File: src/rtl/uart_pkg.sv
// Shared UART definitions: transmitter state encoding, parity modes and a
// frame-length helper for the configurable transmitter.
package uart_pkg;

   typedef enum logic [2:0] {
      ST_IDLE,
      ST_START,
      ST_DATA,
      ST_PARITY,
      ST_STOP,
      ST_BREAK
   } uart_tx_state_t;

   localparam logic PAR_EVEN = 1'b0;
   localparam logic PAR_ODD  = 1'b1;

   // Oversampling ticks occupied by one complete frame.
   function automatic int uart_frame_ticks(input int dbit, input int os,
                                           input int par_en, input int stop_bits);
      return os * (1 + dbit + par_en + stop_bits);
   endfunction

endpackage

File: src/rtl/uart_tx_cfg.sv
// Configurable UART transmitter: DBIT data bits, optional parity, one or two
// stop bits, zero-gap back-to-back frames and a line-break mode.
module uart_tx_cfg
   import uart_pkg::*;
#(
   parameter int DBIT       = 8,
   parameter int OS         = 16,
   parameter int PARITY_EN  = 0,
   parameter int PARITY_ODD = 0,
   parameter int STOP_BITS  = 1
) (
   input  logic            clk,
   input  logic            reset_n,
   input  logic            s_tick,
   input  logic            tx_start,
   input  logic [DBIT-1:0] tx_din,
   input  logic            tx_break,
   output logic            tx_fifo_rd,
   output logic            tx_busy,
   output logic            tx
);

   localparam int TW = (OS > 1) ? $clog2(OS) : 1;
   localparam int BW = $clog2(DBIT);
   localparam logic [TW-1:0] TICK_LAST = TW'(OS - 1);
   localparam logic [BW-1:0] BIT_LAST  = BW'(DBIT - 1);
   localparam logic [BW-1:0] STOP_LAST = BW'(STOP_BITS - 1);
   localparam logic PAR_INIT = (PARITY_ODD != 0) ? PAR_ODD : PAR_EVEN;
   localparam logic PAR_ON   = (PARITY_EN != 0);

   uart_tx_state_t  state_q, state_d;
   logic [TW-1:0]   tick_q, tick_d;
   logic [BW-1:0]   bit_q, bit_d;
   logic [DBIT-1:0] shreg_q, shreg_d;
   logic            par_q, par_d;
   logic            tx_q, tx_d;
   logic            rd_q, rd_d;
   logic            tick_last;
   logic            load;

   assign tick_last = s_tick && (tick_q == TICK_LAST);

   always_comb begin
      state_d = state_q;
      tick_d  = tick_q;
      bit_d   = bit_q;
      shreg_d = shreg_q;
      par_d   = par_q;
      rd_d    = 1'b0;
      load    = 1'b0;

      // Bit timing only runs in the states that occupy a bit period.
      if (s_tick && (state_q inside {ST_START, ST_DATA, ST_PARITY, ST_STOP}))
         tick_d = tick_last ? '0 : tick_q + TW'(1);

      case (state_q)
         ST_IDLE: begin
            if (tx_break)      state_d = ST_BREAK;
            else if (tx_start) load = 1'b1;
         end
         ST_START: begin
            if (tick_last) state_d = ST_DATA;
         end
         ST_DATA: begin
            if (tick_last) begin
               par_d   = par_q ^ shreg_q[0];
               shreg_d = shreg_q >> 1;
               if (bit_q == BIT_LAST) begin
                  bit_d   = '0;
                  state_d = PAR_ON ? ST_PARITY : ST_STOP;
               end else begin
                  bit_d = bit_q + BW'(1);
               end
            end
         end
         ST_PARITY: begin
            if (tick_last) begin
               bit_d   = '0;
               state_d = ST_STOP;
            end
         end
         ST_STOP: begin
            if (tick_last) begin
               if (bit_q == STOP_LAST) begin
                  bit_d = '0;
                  if (tx_start && !tx_break) load = 1'b1;
                  else                       state_d = ST_IDLE;
               end else begin
                  bit_d = bit_q + BW'(1);
               end
            end
         end
         ST_BREAK: begin
            // Leaving break always passes through a full stop period for mark time.
            if (!tx_break) begin
               tick_d  = '0;
               bit_d   = '0;
               state_d = ST_STOP;
            end
         end
         default: state_d = ST_IDLE;
      endcase

      if (load) begin
         state_d = ST_START;
         shreg_d = tx_din;
         par_d   = PAR_INIT;
         tick_d  = '0;
         bit_d   = '0;
         rd_d    = 1'b1;
      end

      // The line is registered, so it is derived from the state being entered.
      case (state_d)
         ST_START:  tx_d = 1'b0;
         ST_DATA:   tx_d = shreg_d[0];
         ST_PARITY: tx_d = par_d;
         ST_BREAK:  tx_d = 1'b0;
         default:   tx_d = 1'b1;
      endcase
   end

   always_ff @(posedge clk or negedge reset_n) begin
      if (!reset_n) begin
         state_q <= ST_IDLE;
         tick_q  <= '0;
         bit_q   <= '0;
         shreg_q <= '0;
         par_q   <= PAR_EVEN;
         tx_q    <= 1'b1;
         rd_q    <= 1'b0;
      end else begin
         state_q <= state_d;
         tick_q  <= tick_d;
         bit_q   <= bit_d;
         shreg_q <= shreg_d;
         par_q   <= par_d;
         tx_q    <= tx_d;
         rd_q    <= rd_d;
      end
   end

   assign tx         = tx_q;
   assign tx_fifo_rd = rd_q;
   assign tx_busy    = (state_q != ST_IDLE);

endmodule

File: config.mk
export PLATFORM = sky130hd
export DESIGN_NAME = uart_tx_cfg
export DESIGN_NICKNAME = d
export VERILOG_FILES = /design/src/rtl/uart_pkg.sv /design/src/rtl/uart_tx_cfg.sv
export SDC_FILE = /design/constraint.sdc
export NUM_CORES = 1
export LEC_CHECK = 0
export BUFFER_PORTS_ARGS = -buffer_cell sky130_fd_sc_hd__buf_2
export CAP_MARGIN = 10
export CORE_MARGIN = 2
export CORE_UTILIZATION = 47
export DETAILED_ROUTE_END_ITERATION = 7
export PLACE_DENSITY_LB_ADDON = 0.25
export REMOVE_ABC_BUFFERS = 1
export SETUP_SLACK_MARGIN = 0.4
export SYNTH_ARGS = -nofsm -noshare
export SYNTH_HDL_FRONTEND = slang
export SYNTH_SLANG_ARGS = --single-unit
File: constraint.sdc
create_clock -name clk -period 2 [get_ports clk]
set_input_delay 0.5 -clock clk [delete_from_list [all_inputs] [get_ports clk]]
set_output_delay 0.5 -clock clk [all_outputs]
set_load 0.05 [all_outputs]
---- Word-level counts from Yosys, hierarchy flattened ----
Cells that the tools add are included.
storage, ports and cells
  word-level logic and storage cells ...... 78
  output and inout port bits .............. 3
  register bits ........................... 21
  bits of input ports ..................... 13
operators by class
  mux-type cells .......................... 38
  bitwise logic cells ..................... 1
  eq/ne operators ......................... 15
  reductions and logical operators ........ 14
  add/subtract/negate cells ............... 2
operator list
  operator                                              count
  two-way mux 3 bit                                     17
  two-way mux 8 bit                                     3
  two-way mux 4 bit                                     5
  one-hot mux 3 bit (6 select lines)                    1
  equality test 3 x 2 -> 1 bit (second input constant)  4
  equality test 3 bit (second input constant)           4
  != test 3 bit (second input constant)                 4
  one-hot mux 3 bit (4 select lines)                    1
  two-way mux 1 bit                                     9
  equality test 3 x 1 -> 1 bit (second input constant)  2
  zero test 3 bit                                       2
  AND reduction 5 bit                                   1
  nonzero test 5 bit                                    1
  adder 4 x 1 -> 4 bit (second input constant)          1
  equality test 4 bit (second input constant)           1
  nonzero test 2 bit                                    2
  nonzero test 4 bit                                    1
  adder 3 x 1 -> 3 bit (second input constant)          1
  logical AND 1 bit                                     3
  one-hot mux 1 bit (3 select lines)                    1
  nonzero test 3 bit                                    1
  one-hot mux 1 bit (2 select lines)                    1
  AND reduction 2 bit                                   1
  OR reduction 2 bit                                    1
  2 further kinds                                       2

---- Depth between registers and ports, before layout ----
  depth in word-level cells ............... 10
  mapped depth ............................ 8

---- Worst setup path before layout ----
OpenSTA, ideal clock, no wires.
  path type ............................... reg-to-reg
  start ................................... register state_q[0]
  end ..................................... register tick_q[3]
  path slack .............................. 0.132 ns
  data required time ...................... 1.923 ns
  library setup time ...................... 0.077 ns
  cell stages (with the launch flop) ...... 8
  data arrival time ....................... 1.791 ns
  path through ............................ dfrtp_1 > buf_2 > or3_1 > and3_1 > clkbuf_1 > nand2_1 > or3_1 > a21oi_1
between the ends
  longest elaborated chain between the ends .. 7
  elaborated cells between the ends (all ways) .. 13
RTL lines
  element                                               RTL line            text
  start, declared                                       uart_tx_cfg.sv:31   uart_tx_state_t state_q, state_d;
  start signal, assigned                                uart_tx_cfg.sv:133  state_q <= state_d;
  equality test 3 x 1 -> 1 bit (tied with other cells)  uart_tx_cfg.sv:53   if (s_tick && (state_q inside {ST_START, ST_DATA, ST_PARITY, ST_STOP}))
  nonzero test 4 bit                                    uart_tx_cfg.sv:53
  logical AND 1 bit                                     uart_tx_cfg.sv:53
  two-way mux 4 bit                                     uart_tx_cfg.sv:53
  two-way mux 4 bit                                     uart_tx_cfg.sv:95   if (!tx_break) begin
  two-way mux 4 bit                                     uart_tx_cfg.sv:56   case (state_q)
  two-way mux 4 bit (*)                                 uart_tx_cfg.sv:104  if (load) begin
  via tick_d[3]                                         uart_tx_cfg.sv:32   logic [TW-1:0] tick_q, tick_d;
  end signal, assigned                                  uart_tx_cfg.sv:134  tick_q <= tick_d;
  end, declared                                         uart_tx_cfg.sv:32
The timed path passes the listed nets; every way through them passes the cells marked *.
A chain may end at the register's enable or synchronous reset.

---- Final worst setup path ----
  start ................................... register state_q[0]
  end ..................................... output tx_busy
between the ends
  longest elaborated chain between the ends .. 1
RTL lines
  element             RTL line            text
  nonzero test 3 bit  uart_tx_cfg.sv:145  assign tx_busy = (state_q != ST_IDLE);
  end, declared       uart_tx_cfg.sv:19   output logic tx_busy,
No other way between the ends.

==> results.yml <==
finish:
  nFillCells: 211
  syn_to_final_growth_pct: 35.8
  register_area_sq_um: 528
  multi_input_area_sq_um: 741
  antennaDiodeCount: 0
  drive_above_1_share_pct: 43.1
  post-route-util_pct: 66.2
  finalNetCount: 178
worst_setup_path:
  crit_chain: "buf_6 > or3_4 > buf_8"
  max_stage_delay_ns: 0.42
  r2r_start: "state_q[0]"
  path_max_fanout: 3
  slowest_stage: "dfrtp_1"
  r2r_end: "tick_q[3]"
  crit_arrival_ns: 1.36
  regToRegSetupSlack_ns: 0.18
  end_kind: "primary output"
  reg2reg_depth: 7
  critPathLaunch: "state_q[0]"
  required_ns: 1.50
  path_class: "reg2out"
  start_kind: "flip-flop"
pwr:
  p_total_w: 0.00203
  powerDensity_nw_per_um2: 1250
  p_leak_nw: 0.758
  vdd_drop_max_mv: 0.820
logic_synthesis:
  yosysSeqAreaShare_pct: 44.0
  synth_top_family_by_area: "simple AND/OR/NAND/NOR gates"
  synth_edf_count: 0
  synth-adder-area-share_pct: 4.18
  postSynthCellCount: 126
  synthSimpleGateAreaFrac_pct: 24.6
  ys.warnings.count: 0
  async_flop_share_pct: 100
  synth_compound_area_share_pct: 19.1
  synth-main-ff-cell: "dfrtp_1"
  synth-xor-area-share_pct: 1.46
  avgSynthCellArea_sq_um: 9.49
  synth.area.mux_share_pct: 2.51
  synth_cell_types: 36
  syn_area_sq_um: 1200
  synth-seq-cells: 21
run_status:
  outcome: "completed"
clock_network:
  clock_latency_ns: 0.31
  cts_made_buffers: 3
  clock_sinks: 21
  cts_tree: "done"
  clock_tree.root_cell: "clkbuf_4"
  clkTransAtPathRegs_ns: 0.13
  clockBufferDepth: 2
  htreeDepth: 1
timing:
  fin_ws_ns: 0.135
  finalHoldViolations: 0
  tightest_slew_ns: 0.483
  finalSetupTns_ns: 0
  skew_ns: 0.00400
  slew_headroom_pct: 67.8
  period_needed_ns: 1.86
  setup_viol: 0
  fin_crit_sh_pct: 93.2
  fmax_ghz: 0.536
  holdWs_ns: 0.124
  rsz0062_at_grt: "yes"
  finalMaxSlewViolations: 0
global_route:
  antenna_found_initial: 0
  grt_overflow_total: 0
  grt_max_degree: 22
  grt_pass1_vias: 1079
  track_usage_pct: 23.0
  grt_pass1_wl_um: 4710
floorplan:
  start_util_pct: 48.7
  pin_count: 16
  dieArea_sq_um: 2960
  die_height_um: 54.4
  die_x_um: 54.4
  rows: 18
  core_sq_um: 2450
placed_design:
  detailed_place_hpwl_um: 1770
  routabilityCongestion: 0.886
  io_buffers: 15
  dp_slack_ns: 0.0428
route:
  vias_per_cell: 5.78
  drtPass1Iterations: 4
  wl_um: 3200
  wl_per_cell_um: 16.8
  drtAntennaViolNets: 0
  drtIter0Drc: 8
  num_vias: 1098
  drc: 0
worst_hold_path:
  hp-class: "in2async"
flow_run:
  cap_violations: 0
[cell usage after synthesis (2+ instances only)]
master    number  area share, %
dfrtp_1       20             42
xor2_1         2            1.5
or3_1          2            1.0
a21oi_1        5            2.1
nand2b_1       4            2.1
mux2i_1        3            2.5
ha_1           4            4.2
nor2b_1        3            1.6
inv_1          3           0.94
nor2_1        12            3.8
o22ai_1        2            1.0
nor3_2         2            1.7
a22oi_1        7            4.4
nor3_1         4            1.7
o21ai_0        8            3.3
buf_2          3            1.3
nand2_1       22            6.9
a32o_1         2            1.7
[final cells by class]
| type | instances | share of cell area (%) |
|---|---|---|
| sequential | 21 | 32.5 |
| timing repair buffer | 36 | 17.2 |
| inverter | 3 | 0.693 |
| tap | 30 | 2.31 |
| multi-input combinational | 96 | 45.6 |
| clock buffer | 3 | 1.39 |
| clock inverter | 1 | 0.308 |
[power breakdown]
group | leakage (nW) | switching [W] | total [W] | internal (W)
sequential | 0.264 | 0.000147 | 0.000741 | 0.000595
combinational | 0.476 | 0.000568 | 0.00107 | 0.000503
clock | 0.0177 | 0.000142 | 0.000217 | 0.0000747
[metrics by stage]
stage	instances	area, sq um
after floorplan	120	1160
after global placement	171	1320
after detailed placement	171	1320
after CTS	186	1530
after global routing	190	1620
final	190	1620
[worst max path at each step]
stage,slack [ns],cells after the start,to
after floorplan,-0.03,4,bit_q[1]
after global placement,0.07,5,shreg_q[7]
after detailed placement,0.04,5,shreg_q[7]
after CTS,0.15,3,tx_busy
after global routing,0.10,3,tx_busy
final,0.14,3,tx_busy
[placed cells by master (no fill, tap or decap), types with 2 or more instances in the layout]
master,n
nor2_1,9
nor3_4,3
buf_2,13
o21ai_2,3
nor3_1,2
clkbuf_4,3
nor2_4,2
nand2b_1,2
o21ai_0,4
buf_4,13
o22ai_1,2
dfrtp_1,19
buf_6,9
inv_1,3
ha_1,3
nor2b_1,2
a22oi_1,7
mux2i_1,2
a32o_1,2
a21oi_1,4
nand2_1,21
xor2_1,2
[logic make-up after synthesis]
logic type,count (synthesis)
adder cells (fa/ha/maj),4
AO/OA/AOI/OAI,32
multiplexers,3
flip-flops,21
XOR/XNOR,2
AND/OR/NAND/NOR,55
buffers and inverters,9
[state kept, by name, summed over array words and instances (netlist names)]
signal / count
tx_fifo_rd: 1
state_q: 3
par_q: 1
tx: 1
bit_q: 3
shreg_q: 8
tick_q: 4
[critical path: cells and delay by family (launching register included)]
family	cells	cell delay, ns
buffers and inverters	2	0.29
DFF	1	0.42
and+or+nand+nor	1	0.35
[what timing repair did]
item,in CTS,in global routing
hold buffers,0,0
gates resized for setup,25,21
setup endpoints to repair,21,19
cloned,0,1
setup buffers,11,3
pin swaps,9,11
[metal layers]
layer  GRT usage [%]  vias to the layer above  wire length, um
li1                -                      517                -
met3            4.92                        6               89
met2            39.0                       21             1670
met4            12.5                        0               73
met1            26.9                      554             1370
met5               0                        -                0
(Power assumes the default switching activity.)
